===== config.mk =====
export PLATFORM = sky130hd
export DESIGN_NAME = mib_access_scheduler
export DESIGN_NICKNAME = d
export VERILOG_FILES = /design/src/rtl/mib_pkg.sv /design/src/rtl/mib_rr_arb2.sv /design/src/rtl/mib_access_scheduler.sv
export SDC_FILE = /design/constraint.sdc
export NUM_CORES = 1
export LEC_CHECK = 0
export BUFFER_PORTS_ARGS = -buffer_cell sky130_fd_sc_hd__buf_2
export CAP_MARGIN = 10
export CELL_PAD_IN_SITES_DETAIL_PLACEMENT = 0
export CELL_PAD_IN_SITES_GLOBAL_PLACEMENT = 1
export CORE_ASPECT_RATIO = 1.4
export CORE_MARGIN = 5
export CORE_UTILIZATION = 35
export DETAILED_ROUTE_END_ITERATION = 10
export PLACE_DENSITY = 0.77
export SLEW_MARGIN = 40
export SYNTH_ARGS = -nofsm -noshare
export SYNTH_HDL_FRONTEND = slang
export SYNTH_SLANG_ARGS = --single-unit

===== constraint.sdc =====
create_clock -name i_clk -period 1.9 [get_ports i_clk]
set_clock_uncertainty 0.05 [all_clocks]
set_input_delay 0.19 -clock i_clk [delete_from_list [all_inputs] [get_ports i_clk]]
set_output_delay 0.19 -clock i_clk [all_outputs]
set_load 0.03 [all_outputs]

===== src/rtl/mib_pkg.sv =====
// MIB register map, scheduler state encoding and bus-cycle helpers shared by
// the access scheduler and its arbiter.
package mib_pkg;

    localparam logic [3:0] REG_NOP  = 4'h0;
    localparam logic [3:0] REG_ADR0 = 4'h1;
    localparam logic [3:0] REG_ADR1 = 4'h2;
    localparam logic [3:0] REG_ADR2 = 4'h3;
    localparam logic [3:0] REG_WD0  = 4'h4;
    localparam logic [3:0] REG_WD1  = 4'h5;
    localparam logic [3:0] REG_RD0  = 4'h6;
    localparam logic [3:0] REG_RD1  = 4'h7;
    localparam logic [3:0] REG_MRD  = 4'h8;
    localparam logic [3:0] REG_MWR  = 4'h9;
    localparam logic [3:0] REG_STAT = 4'hA;

    localparam int RDY_BIT = 0;

    typedef enum logic [3:0] {
        ST_IDLE,
        ST_SA0,
        ST_SA1,
        ST_SA2,
        ST_SD0,
        ST_SD1,
        ST_STW,
        ST_STR,
        ST_GUARD,
        ST_POLL,
        ST_PCHK,
        ST_RLO,
        ST_RLOC,
        ST_RHI,
        ST_RHIC,
        ST_DONE
    } mib_state_e;

    typedef struct packed {
        logic       cs;
        logic       wr;
        logic       rd;
        logic [3:0] addr;
        logic [7:0] din;
    } mib_bus_t;

    localparam mib_bus_t BUS_IDLE = '0;

    function automatic mib_bus_t bus_wr(input logic [3:0] addr, input logic [7:0] din);
        mib_bus_t b;
        b.cs   = 1'b1;
        b.wr   = 1'b1;
        b.rd   = 1'b0;
        b.addr = addr;
        b.din  = din;
        return b;
    endfunction

    function automatic mib_bus_t bus_rd(input logic [3:0] addr);
        mib_bus_t b;
        b.cs   = 1'b1;
        b.wr   = 1'b0;
        b.rd   = 1'b1;
        b.addr = addr;
        b.din  = 8'h00;
        return b;
    endfunction

endpackage


===== src/rtl/mib_rr_arb2.sv =====
// Two-requester round-robin arbiter: one-hot grant while enabled, pointer
// remembers who was served last and moves only when a grant is issued.
module mib_rr_arb2 (
    input  logic       i_clk,
    input  logic       i_rst_n,
    input  logic [1:0] i_req,
    input  logic       i_gnt_en,
    output logic [1:0] o_gnt
);

    // 1 = requester 1 served last, so requester 0 wins a tie
    logic r_last;

    always_comb begin
        o_gnt = 2'b00;
        if (i_gnt_en) begin
            if (i_req == 2'b11) begin
                o_gnt = r_last ? 2'b01 : 2'b10;
            end else begin
                o_gnt = i_req;
            end
        end
    end

    always_ff @(posedge i_clk or negedge i_rst_n) begin
        if (!i_rst_n) begin
            r_last <= 1'b1;
        end else if (|o_gnt) begin
            r_last <= o_gnt[1];
        end
    end

endmodule


===== src/rtl/mib_access_scheduler.sv =====
// Shares the MIB register port between two requesters and expands each 16-bit
// word access into the MIB load / start / poll / read-back register sequence.
module mib_access_scheduler
    import mib_pkg::*;
#(
    parameter int GUARD_CYCLES  = 3,
    parameter int TIMEOUT_POLLS = 64
) (
    input  logic        i_clk,
    input  logic        i_rst_n,
    input  logic        i_req0,
    input  logic        i_req1,
    input  logic        i_we0,
    input  logic        i_we1,
    input  logic [22:0] i_addr0,
    input  logic [22:0] i_addr1,
    input  logic [15:0] i_wdata0,
    input  logic [15:0] i_wdata1,
    output logic        o_done0,
    output logic        o_done1,
    output logic        o_err,
    output logic [15:0] o_rdata,
    output logic        o_busy,
    output logic        o_mib_cs,
    output logic        o_mib_wr,
    output logic        o_mib_rd,
    output logic [3:0]  o_mib_addr,
    output logic [7:0]  o_mib_din,
    input  logic [7:0]  i_mib_dout,
    output mib_state_e  o_dbg_state
);

    localparam logic [3:0] GUARD_LAST = 4'(GUARD_CYCLES - 1);
    localparam logic [7:0] POLL_LIMIT = 8'(TIMEOUT_POLLS);

    mib_state_e  r_state;
    logic        r_id;
    logic        r_we;
    logic [22:0] r_addr;
    logic [15:0] r_wdata;
    logic [3:0]  r_guard_cnt;
    logic [7:0]  r_poll_cnt;
    mib_bus_t    r_bus;
    logic        r_busy;
    logic        r_done0;
    logic        r_done1;
    logic        r_err;
    logic [15:0] r_rdata;

    logic [1:0]  w_gnt;
    logic        w_gnt_en;
    logic [22:0] w_addr_sel;
    logic [7:0]  w_poll_inc;

    assign w_gnt_en   = (r_state == ST_IDLE);
    assign w_addr_sel = w_gnt[1] ? i_addr1 : i_addr0;
    assign w_poll_inc = (r_poll_cnt >= POLL_LIMIT) ? POLL_LIMIT : r_poll_cnt + 8'd1;

    mib_rr_arb2 u_arb (
        .i_clk    (i_clk),
        .i_rst_n  (i_rst_n),
        .i_req    ({i_req1, i_req0}),
        .i_gnt_en (w_gnt_en),
        .o_gnt    (w_gnt)
    );

    // Bus outputs are loaded on the edge that enters a state, so each state's
    // register access is visible on the bus for exactly that state's cycle.
    always_ff @(posedge i_clk or negedge i_rst_n) begin
        if (!i_rst_n) begin
            r_state     <= ST_IDLE;
            r_id        <= 1'b0;
            r_we        <= 1'b0;
            r_addr      <= '0;
            r_wdata     <= '0;
            r_guard_cnt <= '0;
            r_poll_cnt  <= '0;
            r_bus       <= BUS_IDLE;
            r_busy      <= 1'b0;
            r_done0     <= 1'b0;
            r_done1     <= 1'b0;
            r_err       <= 1'b0;
            r_rdata     <= '0;
        end else begin
            r_bus   <= BUS_IDLE;
            r_done0 <= 1'b0;
            r_done1 <= 1'b0;
            r_err   <= 1'b0;
            case (r_state)
                ST_IDLE: begin
                    if (|w_gnt) begin
                        r_id        <= w_gnt[1];
                        r_we        <= w_gnt[1] ? i_we1 : i_we0;
                        r_addr      <= w_addr_sel;
                        r_wdata     <= w_gnt[1] ? i_wdata1 : i_wdata0;
                        r_guard_cnt <= '0;
                        r_poll_cnt  <= '0;
                        r_busy      <= 1'b1;
                        r_bus       <= bus_wr(REG_ADR0, w_addr_sel[7:0]);
                        r_state     <= ST_SA0;
                    end
                end
                ST_SA0: begin
                    r_bus   <= bus_wr(REG_ADR1, r_addr[15:8]);
                    r_state <= ST_SA1;
                end
                ST_SA1: begin
                    r_bus   <= bus_wr(REG_ADR2, {1'b0, r_addr[22:16]});
                    r_state <= ST_SA2;
                end
                ST_SA2: begin
                    if (r_we) begin
                        r_bus   <= bus_wr(REG_WD0, r_wdata[7:0]);
                        r_state <= ST_SD0;
                    end else begin
                        r_bus   <= bus_wr(REG_MRD, 8'h00);
                        r_state <= ST_STR;
                    end
                end
                ST_SD0: begin
                    r_bus   <= bus_wr(REG_WD1, r_wdata[15:8]);
                    r_state <= ST_SD1;
                end
                ST_SD1: begin
                    r_bus   <= bus_wr(REG_MWR, 8'h00);
                    r_state <= ST_STW;
                end
                ST_STW, ST_STR: begin
                    r_state <= ST_GUARD;
                end
                // The status register lags the start strobe; polling early
                // could read a stale RDY left over from the previous command.
                ST_GUARD: begin
                    if (r_guard_cnt == GUARD_LAST) begin
                        r_bus   <= bus_rd(REG_STAT);
                        r_state <= ST_POLL;
                    end else begin
                        r_guard_cnt <= r_guard_cnt + 4'd1;
                    end
                end
                ST_POLL: begin
                    r_state <= ST_PCHK;
                end
                ST_PCHK: begin
                    if (i_mib_dout[RDY_BIT]) begin
                        if (r_we) begin
                            r_done0 <= ~r_id;
                            r_done1 <= r_id;
                            r_busy  <= 1'b0;
                            r_state <= ST_DONE;
                        end else begin
                            r_bus   <= bus_rd(REG_RD0);
                            r_state <= ST_RLO;
                        end
                    end else begin
                        r_poll_cnt <= w_poll_inc;
                        if (w_poll_inc == POLL_LIMIT) begin
                            r_done0 <= ~r_id;
                            r_done1 <= r_id;
                            r_err   <= 1'b1;
                            r_busy  <= 1'b0;
                            r_state <= ST_DONE;
                        end else begin
                            r_bus   <= bus_rd(REG_STAT);
                            r_state <= ST_POLL;
                        end
                    end
                end
                ST_RLO: begin
                    r_state <= ST_RLOC;
                end
                ST_RLOC: begin
                    r_rdata[7:0] <= i_mib_dout;
                    r_bus        <= bus_rd(REG_RD1);
                    r_state      <= ST_RHI;
                end
                ST_RHI: begin
                    r_state <= ST_RHIC;
                end
                ST_RHIC: begin
                    r_rdata[15:8] <= i_mib_dout;
                    r_done0       <= ~r_id;
                    r_done1       <= r_id;
                    r_busy        <= 1'b0;
                    r_state       <= ST_DONE;
                end
                ST_DONE: begin
                    r_state <= ST_IDLE;
                end
                default: begin
                    r_state <= ST_IDLE;
                end
            endcase
        end
    end

    assign o_done0     = r_done0;
    assign o_done1     = r_done1;
    assign o_err       = r_err;
    assign o_rdata     = r_rdata;
    assign o_busy      = r_busy;
    assign o_mib_cs    = r_bus.cs;
    assign o_mib_wr    = r_bus.wr;
    assign o_mib_rd    = r_bus.rd;
    assign o_mib_addr  = r_bus.addr;
    assign o_mib_din   = r_bus.din;
    assign o_dbg_state = r_state;

endmodule


==> results of run 1 <==
[kinds of logic (layout without fill, tap and decap cells)]
| kind of cell | Yosys count | after routing | synth area share, % |
|---|---|---|---|
| and+or+nand+nor | 112 | 112 | 14.0 |
| AOI/OAI and AO/OA | 101 | 101 | 15.9 |
| DFF | 85 | 85 | 51.9 |
| muxes | 51 | 51 | 12.9 |
| buffers and inverters | 33 | 183 | 3.84 |
| adders and majority gates | 3 | 3 | 0.916 |
| xor gates and xnor gates | 2 | 2 | 0.427 |
[worst register-to-register path, cell delays in order (launching register included)]
cell and delay (ns):
dfrtp_1 0.38, ha_1 0.30, nand4b_1 0.20, or2_2 0.36
a211oi_4 0.27, nand3_1 0.10
[cells in the mapped netlist, types with 8 or more instances]
cell type / n / area share [%]
a21oi_1: 9 / 1.1
a22o_1: 8 / 1.7
dfrtp_1: 84 / 51
clkbuf_1: 12 / 1.1
inv_1: 8 / 0.73
mux2_2: 16 / 4.4
a22oi_1: 16 / 2.9
nand3_1: 9 / 1.1
o21ai_0: 42 / 5.1
buf_2: 9 / 1.1
mux2i_1: 35 / 8.5
nand2_1: 56 / 5.1
nor2_1: 13 / 1.2
[through the flow]
stage               total power [mW]  instances  setup WS (ns)  cell area (um2)
floorplan                       5.29        387          0.109             4100
global placement                6.43        664         0.0912             5080
detailed placement              6.51        664         0.0325             5080
CTS                             8.28        681         0.0225             5390
global route                    8.76        681         0.0315             5400
finish                          8.20        681          0.101             5400
[path summary, 6_finish.rpt]
path / end / slack [ns]
min: o_rdata[7] / 0.05
max reg2reg: o_mib_cs / 0.10
min reg2reg: o_done0 / 0.40
min in group asynchronous: r_addr[13] / 0.20
max: o_mib_cs / 0.10
max in group asynchronous: u_arb.r_last / 1.02
[state kept, by name, summed over array words and instances (netlist names)]
name and count:
o_busy 1, o_dbg_state 4, o_done0 1, o_done1 1, o_err 1, o_mib_addr 4, o_mib_cs 1, o_mib_din 8
o_mib_rd 1, o_mib_wr 1, o_rdata 16, r_addr 15, r_guard_cnt 4, r_id 1, r_poll_cnt 8, r_wdata 16
r_we 1, u_arb.r_last 1
[cell type report]
class | instances | area [um2]
inverters | 8 | 30.0
clock buffers | 11 | 243
repair buffers | 159 | 923
well taps | 144 | 180
multi-input cells | 269 | 1840
fillers | 1085 | 5990
clock inverters | 5 | 60.1
flip-flops and latches | 85 | 2130
[routing by layer]
metal  vias up  wire (um)  global-route usage [%]
met1      1564       4350                    19.6
met2       129       5450                    26.4
met3        23        531                    2.87
met5         -          0                       0
li1       1685          -                       -
met4         0        292                    6.72
[report_power, final]
group	total [mW]	internal, mW	leakage, nW	switching, mW
registers	3.01	2.53	1.08	0.483
clock network	1.75	1.06	0.146	0.691
logic	3.45	1.40	1.45	2.05
[repair_timing]
item                                   CTS  global route
gates resized for setup                  0             2
setup buffers                            0             0
endpoints found under the hold margin   84             0
hold buffers                             1             0
setup endpoints to repair                0             3
==> results_dict.tcl, run 1 <==
set metrics [dict create \
    final_common_cell "buf_2" \
    critical_path_class "reg2reg" \
    worstMarginPinSlew_ns 0.594 \
    layout_min_cycle_time_ns 1.80 \
    io_buffers 130 \
    wl_per_cell_um 15.6 \
    max_freq_mhz 556 \
    drt_drc_violations_left 0 \
    drv_cap 0 \
    yosysUniqueCellTypes 52 \
    ff2ff_path_depth 5 \
    tritoncts "done" \
    vias 3401 \
    fp.dieH_um 138 \
    pin_count 131 \
    dp_hpwl_um 8340 \
    worst-path-buf-inv 0 \
    place_congestion 0.887 \
    die_w_um 101 \
    path_depth 5 \
    drive_gt1_share_pct 37.6 \
    setup_viol 0 \
    crit_path_max_fanout 3 \
    synth.cell_area_mm2 0.00410 \
    worst_setup_path_start_kind "flip-flop" \
    rsz0062_at_grt "false" \
    cp_cell_sequence "ha_1, nand4b_1, or2_2, a211oi_4, nand3_1" \
    final_cell_mix "buf_2 (129), dfrtp_1 (84), nand2_1 (55)" \
    end_kind "flip-flop" \
    die-area_mm2 0.0140 \
    grt-ovfl-total 0 \
    fin_worst_hold_slack_ns 0.0515 \
    area_growth_pct 31.7 \
    clk_pin_slew_worst_paths_ns 0.06 \
    post-route-period-util_pct 94.7 \
    crit_family "simple AND/OR/NAND/NOR gates" \
    slowest_delay_ns 0.38 \
    hold_depth 2 \
    firstDrtPassIters 4 \
    arrival_ns 1.95 \
    grt_pass1_wl_um 17400 \
    root_buffer "clkbuf_16" \
    clock_latency_ns 0.34 \
    core-area_mm2 0.0114 \
    fin_nets 627 \
    slowest_stage "dfrtp_1" \
    status "finished clean" \
    start_util_pct 36.0 \
    startpoint "r_poll_cnt[0]" \
    finalSetupTns_ns 0 \
    p_leak_nw 2.68 \
    timing.rr.start "r_poll_cnt[0]" \
    vias_per_cell 4.99 \
    avgSynthCellArea_um2 10.6 \
    max_slew_margin_pct 60.3 \
    synthCells 387 \
    slew_violations 0 \
    grt_start_max_net_pins 63 \
    clock-sinks 85 \
    synth-seq-cells 85 \
    yosysSeqAreaShare_pct 51.9 \
    vdd_drop_max_uv 679 \
    cts_max_level 3 \
    synth_flop_cell "dfrtp_1" \
    worstPathRequired_ns 2.05 \
    antenna_found_initial 0 \
    n_antenna_cell 0 \
    grt_pass1_vias 3571 \
    synth.net_count 482 \
    drtIter0Drc 140 \
    cts_buffer_depth 2 \
    ys_warn_count 0 \
    hold_class "in2reg" \
    async_flop_share_pct 100 \
    rows 46 \
    drtAntennaViolNets 0 \
    track_usage_pct 15.8 \
    synth-edff-count 0 \
    hold_violations 0 \
    power_density_mw_per_mm2 1520 \
    drt_wl_total_um 10600 \
    cts_inserted_buffers 9 \
    min_from "i_mib_dout[7]" \
    final_util_pct 47.4 \
]
No activity file was read; power rests on OpenSTA's default activity.
==> run 2: changes to the inputs <==
Settings changed: BUFFER_PORTS_ARGS -buffer_cell sky130_fd_sc_hd__buf_2 to -buffer_cell sky130_fd_sc_hd__clkbuf_2.
==> results_dict.tcl, run 2 (same netlist as run 1, synthesis figures left out) <==
set metrics [dict create \
    status "finished clean" \
    worst_setup_path_start_kind "flip-flop" \
    end_kind "flip-flop" \
    die_w_um 101 \
    grt-ovfl-total 0 \
    grt_start_max_net_pins 68 \
    clock-sinks 85 \
    setup_viol 0 \
    route.met2.wl_um 5730 \
    drtIter0Drc 114 \
    p_leak_nw 2.67 \
    arrival_ns 1.98 \
    max_freq_mhz 556 \
    clk_pin_slew_worst_paths_ns 0.06 \
    cts_buffer_depth 2 \
    drv_cap 0 \
    hold_violations 0 \
    worstPathRequired_ns 2.09 \
    fin_area_mm2 0.00538 \
    met3_length_um 553 \
    max_slew_margin_pct 61.7 \
    crit_path_max_fanout 12 \
    fp.dieH_um 138 \
    setup_ws_ns 0.100 \
    firstDrtPassIters 4 \
    grt_pass1_vias 3434 \
    drt_drc_violations_left 0 \
    ff2ff_path_depth 5 \
    antenna_found_initial 0 \
    slew_violations 0 \
    fin_nets 623 \
    dp_cells 659 \
    vias 3395 \
    vdd_drop_max_uv 620 \
    die-area_mm2 0.0140 \
    tritoncts "done" \
    highest_layer "met4" \
    io_buffers 130 \
    drt_wl_total_um 10800 \
    power_density_mw_per_mm2 1530 \
    m1WireLength_um 4210 \
    final_cells 677 \
    hold_class "in2reg" \
    cts_max_level 3 \
    drive_gt1_share_pct 37.1 \
    worstMarginPinSlew_ns 0.575 \
    cts_inserted_buffers 9 \
    wl_per_cell_um 16.0 \
    track_usage_pct 15.9 \
    critical_path_class "reg2reg" \
    place_congestion 0.901 \
    grt_pass1_wl_um 17200 \
    fin_total_pwr_mw 8.25 \
    area_growth_pct 31.3 \
    n_antenna_cell 0 \
    start_util_pct 36.0 \
    vias_per_cell 5.01 \
    final_cell_mix "clkbuf_2 (129), dfrtp_1 (83), nand2_1 (55)" \
    rows 46 \
    hold_depth 2 \
    layout_min_cycle_time_ns 1.80 \
    final_common_cell "clkbuf_2" \
    drtAntennaViolNets 0 \
    pin_count 131 \
    dp_hpwl_um 8540 \
    root_buffer "clkbuf_16" \
    clock_latency_ns 0.34 \
    final_util_pct 47.2 \
    core-area_mm2 0.0114 \
    post-route-period-util_pct 94.7 \
    placed_area_mm2 0.00504 \
    preCtsSetupSlack_ns 0.00605 \
]
==> run 2: cell types whose count changed in the layout (fill, tap and decap cells not counted) <==
cell and delta:
dfrtp_1 -1, dfrtp_2 +1, buf_4 -4, bufinv_16 +1, clkinv_4 -2, clkbuf_8 -1, a22oi_1 -1, clkbuf_2 +129
buf_2 -129, clkbuf_1 +2, a22oi_2 +1
==> run 2: worst paths after layout <==
check	startpoint	end	slack [ns]
max	o_dbg_state[1]	o_mib_addr[3]	0.10
min	i_mib_dout[3]	o_rdata[11]	0.05
max reg2reg	o_dbg_state[1]	o_mib_addr[3]	0.10
min reg2reg	r_id	o_done0	0.39
max in group asynchronous	i_rst_n	u_arb.r_last	0.88
min in group asynchronous	i_rst_n	o_mib_din[0]	0.34
==> run 2: metrics by stage <==
stage | hold WS (ns) | setup TNS [ns]
after floorplan | -0.156 | 0
after global placement | 0.175 | 0
after detailed placement | 0.182 | 0
after CTS | 0.0394 | 0
after global routing | 0.0462 | -0.00485
final | 0.0517 | 0
==> run 2: critical path, stage by stage (launching register included) <==
cell and delay (ns):
dfrtp_1 0.55, buf_4 0.23, nor4b_2 0.38, and3_1 0.33, a21oi_1 0.07, o31ai_1 0.08
==> run 2: cell type report <==
class / instances / area [um2]
clock buffers: 12 / 236
inverters: 8 / 30.0
fillers: 1102 / 6010
clock inverters: 4 / 72.6
flip-flops and latches: 85 / 2130
multi-input cells: 269 / 1840
repair buffers: 155 / 893
well taps: 144 / 180
==> run 2: what timing repair did <==
| action | 4_1_cts | 5_1_grt |
|---|---|---|
| gates resized for setup | 1 | 3 |
| hold buffers | 1 | 0 |
| gates cloned | 0 | 0 |
| setup endpoints to repair | 1 | 15 |
| pin swaps | 0 | 1 |
| setup buffers | 0 | 1 |
| hold endpoints to repair | 39 | 0 |
==> run 2: routing by layer <==
metal	up-vias	GRT usage [%]
met4	0	7.00
met3	24	3.12
met5	-	0
met1	1576	19.0
met2	122	27.1
li1	1673	-
==> run 2: where the power goes <==
group / internal [mW] / total (mW) / switching (mW)
Sequential: 2.53 / 3.09 / 0.562
Combinational: 1.35 / 3.33 / 1.98
Clock: 1.15 / 1.82 / 0.674
